--- config.mk ---
export PLATFORM = sky130hd
export DESIGN_NAME = alu_seq
export DESIGN_NICKNAME = d
export VERILOG_FILES = /design/src/rtl/alu_seq.sv
export SDC_FILE = /design/constraint.sdc
export NUM_CORES = 1
export LEC_CHECK = 0
export BUFFER_PORTS_ARGS = -buffer_cell sky130_fd_sc_hd__buf_4
export CORE_MARGIN = 2
export CORE_UTILIZATION = 58
export CTS_CLUSTER_DIAMETER = 120
export DETAILED_ROUTE_END_ITERATION = 12
export PLACE_DENSITY_LB_ADDON = 0.15
export RECOVER_POWER = 100
export SYNTH_ARGS = -nofsm -noshare
export SYNTH_HDL_FRONTEND = slang
export SYNTH_SLANG_ARGS = --single-unit
--- constraint.sdc ---
create_clock -name i_clk -period 6.5 [get_ports i_clk]
set_clock_uncertainty 0.1 [all_clocks]
set_input_delay 0.325 -clock i_clk [delete_from_list [all_inputs] [get_ports i_clk]]
set_output_delay 0.325 -clock i_clk [all_outputs]
set_load 0.02 [all_outputs]
--- src/rtl/alu_seq.sv ---
// Sequential ALU: 1-edge binary ops and nibble-serial BCD add/subtract.
// The BCD engine is built only when CPU6502_ALU_DECIMAL_EN is defined.
module alu_seq #(
    parameter int WIDTH = 8
) (
    input  logic             i_clk,
    input  logic             i_reset_n,
    input  logic             i_start,
    input  logic [2:0]       i_op,
    input  logic [WIDTH-1:0] i_a,
    input  logic [WIDTH-1:0] i_b,
    input  logic             i_b_inv,
    input  logic             i_carry,
    output logic [WIDTH-1:0] o_add,
    output logic             o_acr,
    output logic             o_avr,
    output logic             o_hc,
    output logic             o_zr,
    output logic             o_busy,
    output logic             o_done
);

    localparam logic [2:0] OP_AND = 3'd1;
    localparam logic [2:0] OP_EOR = 3'd2;
    localparam logic [2:0] OP_OR  = 3'd3;
    localparam logic [2:0] OP_SRS = 3'd4;
    localparam logic [2:0] OP_SLS = 3'd5;

    logic [WIDTH-1:0] add_q;
    logic             acr_q;
    logic             avr_q;
    logic             hc_q;
    logic             done_q;

    logic [WIDTH-1:0] b_eff;
    logic [WIDTH-1:0] bin_res;
    logic [WIDTH:0]   sum_full;
    logic [4:0]       sum_low;
    logic             bin_acr;
    logic             bin_avr;
    logic             bin_hc;
    logic             bin_take;

    // Ops 6/7 only reach this path when the decimal engine is absent.
    always_comb begin
        case (i_op)
            3'd6:    b_eff = i_b;
            3'd7:    b_eff = ~i_b;
            default: b_eff = i_b_inv ? ~i_b : i_b;
        endcase
        sum_full = {1'b0, i_a} + {1'b0, b_eff} + {{WIDTH{1'b0}}, i_carry};
        sum_low  = {1'b0, i_a[3:0]} + {1'b0, b_eff[3:0]} + {4'b0000, i_carry};
        bin_res  = sum_full[WIDTH-1:0];
        bin_acr  = 1'b0;
        bin_avr  = 1'b0;
        bin_hc   = 1'b0;
        case (i_op)
            OP_AND: bin_res = i_a & b_eff;
            OP_EOR: bin_res = i_a ^ b_eff;
            OP_OR:  bin_res = i_a | b_eff;
            OP_SRS: begin
                bin_res = {i_carry, i_a[WIDTH-1:1]};
                bin_acr = i_a[0];
            end
            OP_SLS: begin
                bin_res = {i_a[WIDTH-2:0], i_carry};
                bin_acr = i_a[WIDTH-1];
            end
            default: begin
                bin_acr = sum_full[WIDTH];
                bin_avr = (i_a[WIDTH-1] == b_eff[WIDTH-1]) &&
                          (sum_full[WIDTH-1] != i_a[WIDTH-1]);
                bin_hc  = sum_low[4];
            end
        endcase
    end

`ifdef CPU6502_ALU_DECIMAL_EN
    localparam int NIB = WIDTH / 4;
    localparam int CW  = (NIB > 1) ? $clog2(NIB) : 1;

    typedef enum logic {S_IDLE, S_DEC} state_t;

    state_t           state_q;
    state_t           state_d;
    logic [WIDTH-1:0] a_q;
    logic [WIDTH-1:0] b_q;
    logic [WIDTH-1:0] res_q;
    logic [CW-1:0]    cnt_q;
    logic             c_q;
    logic             sub_q;
    logic             hc_dec_q;

    logic [4:0]       dig_sum;
    logic [4:0]       dig_diff;
    logic [3:0]       digit;
    logic             c_new;
    logic             dec_take;
    logic             dec_last;
    logic [WIDTH-1:0] dec_res;

    assign dec_take = i_start && (state_q == S_IDLE) && (i_op[2:1] == 2'b11);
    assign bin_take = i_start && (state_q == S_IDLE) && (i_op[2:1] != 2'b11);
    assign dec_last = (state_q == S_DEC) && (cnt_q == CW'(NIB - 1));
    assign o_busy   = (state_q == S_DEC);

    always_comb begin
        state_d = state_q;
        case (state_q)
            S_IDLE:  if (dec_take) state_d = S_DEC;
            S_DEC:   if (dec_last) state_d = S_IDLE;
            default: state_d = S_IDLE;
        endcase
    end

    // One BCD digit per edge; subtract carries "not borrow".
    always_comb begin
        dig_sum  = {1'b0, a_q[3:0]} + {1'b0, b_q[3:0]} + {4'b0000, c_q};
        dig_diff = {1'b0, a_q[3:0]} - {1'b0, b_q[3:0]} - {4'b0000, ~c_q};
        digit    = dig_sum[3:0];
        c_new    = 1'b0;
        if (sub_q) begin
            if (dig_diff[4]) begin
                digit = dig_diff[3:0] + 4'd10;
                c_new = 1'b0;
            end else begin
                digit = dig_diff[3:0];
                c_new = 1'b1;
            end
        end else if (dig_sum > 5'd9) begin
            digit = dig_sum[3:0] + 4'd6;
            c_new = 1'b1;
        end
        dec_res = (res_q >> 4) | (WIDTH'(digit) << (WIDTH - 4));
    end

    always_ff @(posedge i_clk) begin
        if (!i_reset_n) begin
            state_q  <= S_IDLE;
            a_q      <= '0;
            b_q      <= '0;
            res_q    <= '0;
            cnt_q    <= '0;
            c_q      <= 1'b0;
            sub_q    <= 1'b0;
            hc_dec_q <= 1'b0;
        end else begin
            state_q <= state_d;
            if (dec_take) begin
                a_q   <= i_a;
                b_q   <= i_b;
                c_q   <= i_carry;
                sub_q <= i_op[0];
                cnt_q <= '0;
                res_q <= '0;
            end else if (state_q == S_DEC) begin
                a_q   <= a_q >> 4;
                b_q   <= b_q >> 4;
                c_q   <= c_new;
                res_q <= dec_res;
                cnt_q <= cnt_q + 1'b1;
                if (cnt_q == '0) hc_dec_q <= c_new;
            end
        end
    end
`else
    assign bin_take = i_start;
    assign o_busy   = 1'b0;
`endif

    // Result and flags change only on a completing edge.
    always_ff @(posedge i_clk) begin
        if (!i_reset_n) begin
            add_q  <= '0;
            acr_q  <= 1'b0;
            avr_q  <= 1'b0;
            hc_q   <= 1'b0;
            done_q <= 1'b0;
        end else begin
            done_q <= 1'b0;
            if (bin_take) begin
                add_q  <= bin_res;
                acr_q  <= bin_acr;
                avr_q  <= bin_avr;
                hc_q   <= bin_hc;
                done_q <= 1'b1;
            end
`ifdef CPU6502_ALU_DECIMAL_EN
            else if (dec_last) begin
                add_q  <= dec_res;
                acr_q  <= c_new;
                avr_q  <= 1'b0;
                hc_q   <= (cnt_q == '0) ? c_new : hc_dec_q;
                done_q <= 1'b1;
            end
`endif
        end
    end

    assign o_add  = add_q;
    assign o_acr  = acr_q;
    assign o_avr  = avr_q;
    assign o_hc   = hc_q;
    assign o_zr   = (add_q == '0);
    assign o_done = done_q;

endmodule

# Yosys cells after proc, flatten, opt, wreduce, memory -nomap -nowiden
# Cells that the tools add are included.
# Widths: inputs -> output; s select.
[totals]
ram_bits = 0
memories = 0
latch_bits = 0
rom_bits = 0
elab_cells = 33
register_bits = 12
out_inout_bits = 14
[classes]
bitwise = 4
n_shift = 0
order_cmp = 0
n_eq_ne = 9
n_addsub = 4
div = 0
n_reduce_logical = 4
mux = 7
multipliers = 0
[op_table]
columns = ["op", "n"]
rows = [
  ["$pmux 8 s5", 1],
  ["$pmux 8 s2", 1],
  ["$eq 3x3->1 const B", 4],
  ["$add 8x8->9", 1],
  ["$add 9x1->9", 1],
  ["$and 8x8->8", 1],
  ["$logic_not 8->1", 1],
  ["$mux 8", 1],
  ["$not 8->8", 1],
  ["$or 8x8->8", 1],
  ["$xor 8x8->8", 1],
  ["$eq 3x2->1 const B", 2],
  ["$add 4x4->5", 1],
  ["$add 5x1->5", 1],
  ["$reduce_or 5->1", 1],
  ["$eq 3x1->1 const B", 1],
  ["$mux 1", 3],
  ["$pmux 1 s3", 1],
  ["$reduce_or 3->1", 1],
  ["$eq 1x1->1", 1],
  ["$logic_and 1x1->1", 1],
  ["$ne 1x1->1", 1],
]

# Logic depth before layout (Yosys ltp)
[depth]
word_depth = 8
mapped_depth = 11

# Worst setup path before layout
# OpenSTA, ideal clock, no wires.
[synth_timing]
path_type = "input to register"
start = "in i_op[2]"
end = "reg acr_q, in the netlist o_acr"
cell_stages = 11
n_path_buf = 0
arrival_ps = 2747
setup_slack_ps = 3531
setup_ps = 122
path_cell_list = "and2_2 -> mux2i_4 -> xnor2_1 -> fa_1 -> inv_1 -> fa_1 -> inv_1 -> a21o_1 -> a221o_1 -> a2111o_1 -> o311a_1"
[synth_via]
elab_chain_cells = 5
[synth_lines]
columns = ["element", "line_no", "source"]
rows = [
  ["start, declared", "9", "input logic [2:0] i_op,"],
  ["$eq 3x3->1", "46", "case (i_op)"],
  ["$pmux 8 s2", "46", ""],
  ["$add 8x8->9", "51", "sum_full = {1'b0, i_a} + {1'b0, b_eff} + {{WIDTH{1'b0}}, i_carry};"],
  ["$add 9x1->9", "51", ""],
  ["$pmux 1 s3 (*)", "57", "case (i_op)"],
  ["end signal, assigned", "183", "acr_q <= bin_acr;"],
  ["end, declared", "30", "logic acr_q;"],
]
# Every way passes the cells marked *; elsewhere a longest branch is shown, timed or not.
# A chain may end at the register's enable or synchronous reset.

# Worst setup path in the final report
# Ends and elaborated chain as after synthesis.

==> impl_metrics.tcl <==
set metrics [dict create \
    drtIter0Drc 47 \
    ys.flop_type "dfxtp_1" \
    cts_root_buf "clkbuf_4" \
    hold_buffers 0 \
    core_um2 2450 \
    grt_usage_pct 27.8 \
    grt_max_degree 24 \
    vias_per_cell 5.97 \
    htreeDepth 1 \
    pwr_density_cell_nw_per_um2 173 \
    stdcell_area_um2 1700 \
    clock_sinks 12 \
    worstPathMaxFanout 23 \
    critPathKind "in2reg" \
    layout.nets 263 \
    slew_headroom_pct 24.8 \
    n_fill_cell 225 \
    clk_pin_slew_ns 0.08 \
    vdd_drop_max_uv 217 \
    synth_edf_count 0 \
    path_cells "clkbuf_1 > and2_0 > mux2i_1 > xnor2_1 > fa_1 > inv_1 > fa_1 > inv_1 > a21o_1 > a221o_1 > a2111o_1 > o311a_1" \
    synth-seq-cells 12 \
    fin_crit_sh_pct 66.1 \
    drc 0 \
    drtAntennaViolNets 0 \
    fin_setup_tns_ns 0 \
    routed_wl_um 3920 \
    num_antenna_cells 0 \
    syn_avg_cell_area_um2 7.84 \
    place_area_um2 1730 \
    timing.fmax_mhz 233 \
    slowest_stage "mux2i_1" \
    synthSimpleGateAreaFrac_pct 14.8 \
    cts_tree "done" \
    synth_adder_area_share_pct 16.1 \
    avgRoutedWirePerCell_um 15.7 \
    min-delay-path-class "in2reg" \
    postCtsSetupRepairBufs 0 \
    grt_first_pass_wirelength_um 5960 \
    setup_viol 0 \
    post_cts_resized 0 \
    first_pass_iters 4 \
    rsz0062_at_grt "no" \
    vias 1493 \
    die-width_um 54.7 \
    dieHeight_um 54.7 \
    rows 18 \
    period_needed_ns 4.29 \
    grt_pass1_vias 1267 \
    io_buffer_count 36 \
    place_hpwl_um 3120 \
    mostFrequentLayoutCells "inv_1, buf_4, ha_1, clkbuf_1, a21oi_1" \
    cp-start-kind "input pin" \
    cp.arrival_ns 4.36 \
    report.final.slew_viol_count 0 \
    synth.cell_area_um2 1490 \
    synth_compound_area_share_pct 31.1 \
    critical-path-max-stage-delay_ns 0.94 \
    cts_inserted_buffers 3 \
    drive_gt1_share_pct 15.0 \
    synth_nets 232 \
    ios 38 \
    max_cap_violations 0 \
    antenna_found_initial 0 \
    yosysSeqAreaShare_pct 16.1 \
    status "complete, no violations" \
    worstSkewPairLatency_ns 0.27 \
    grt_overflow_total 0 \
    synth_top_family_by_area "compound AO/OA/AOI/OAI gates" \
    dieArea_um2 2990 \
    muxShareOfSynthArea_pct 4.37 \
    syn_inst 190 \
    leakagePower_nw 0.768 \
    worstMarginPinSlew_ns 1.10 \
    synthDistinctLibCells 52 \
    layout_commonest_cell "inv_1" \
    gp_congestion 0.961 \
    synthArstFlopShare_pct 0 \
    hold_slack_ns 0.264 \
    path_buf_inv 3 \
    areaGrowthSynthToFinish_pct 14.1 \
    synth_warnings 0 \
    cp-end-kind "flip-flop" \
    start_util_pct 60.7 \
    cp.required_ns 6.56 \
    clockBufferDepth 2 \
    crit_family "compound AO/OA/AOI/OAI gates" \
    hold_viol_final 0 \
    synth-xor-area-share_pct 6.47 \
]
## report_power, final
part           leakage [nW]  switching [W]  internal (W)
registers            0.0992     0.00000447     0.0000805
clock network        0.0210      0.0000254     0.0000341
logic                 0.648      0.0000881     0.0000622
total                 0.768       0.000118      0.000177
## flip-flops by register name, indices dropped and copies added, names as in the netlist
register and cells:
o_hc 1, o_avr 1, o_done 1, o_acr 1, o_add 8
## area by class of cell
cell class	instances	area, µm²	share of cell area, %
repair buffers	36	214	12.6
inverters	26	97.6	5.74
flip-flops and latches	12	240	14.1
well taps	30	37.5	2.21
multi-input cells	142	1070	63.2
clock buffers	4	36.3	2.13
## routing by layer
layer	global-route usage, %	part of all wire [%]	vias up
met1	37.0	44	674
met4	3.75	2.0	0
met5	0	0	-
met2	47.0	48	58
li1	-	-	752
met3	5.19	5.8	9
## through the flow
stage	total power [W]	worst slack, ns	instances	util [%]
after global placement	0.000239	3.15	246	70.6
after detailed placement	0.000243	3.03	246	70.6
after CTS	0.000301	3.33	250	72.1
final	0.000295	2.21	250	69.3
after floorplan	0.000194	3.53	190	-
after global routing	0.000314	1.93	250	69.3
## cell families (layout without fill, tap and decap cells)
group,count (synthesis),count (layout)
other,1,1
flip-flops,12,12
AND/OR/NAND/NOR,40,40
buffers and inverters,36,66
adder cells (fa/ha/maj),18,18
XOR/XNOR,11,11
AO/OA/AOI/OAI,67,67
multiplexers,5,5
## synth_stat cells (all sizes together) (2+ instances only)
cell	instances	share of area (%)
a221oi	2	1.2
nand2	10	2.5
o22ai	7	2.9
nor2	5	1.3
nor2b	3	1.3
clkbuf	3	1.4
nand2b	3	1.3
nor3	2	0.67
fa	2	2.7
nand3b	3	1.5
a21oi	14	4.7
inv	26	6.5
o221ai	4	2.4
o311ai	2	1.2
or4	2	1.0
mux2i	3	2.9
nand3	3	1.0
o21a	2	1.0
dfxtp	12	16
mux2	2	1.5
o211ai	3	1.5
nand4	2	0.84
a2bb2oi	2	1.2
o21ai	13	4.6
a21o	3	1.5
ha	16	13
xnor2	10	5.9
and2	3	1.3
a31oi	2	0.84
a211oi	3	1.5
buf	7	2.9
## path summary, 6_finish.rpt
path              from        to  slack, ns  cells after the start
max            i_op[2]     o_acr       2.21                     12
min          i_reset_n  o_add[1]       0.26                      2
max reg2reg   o_add[6]  o_add[6]       5.33                      4
min reg2reg      o_avr     o_avr       0.41                      2
(Power assumes the default switching activity.)
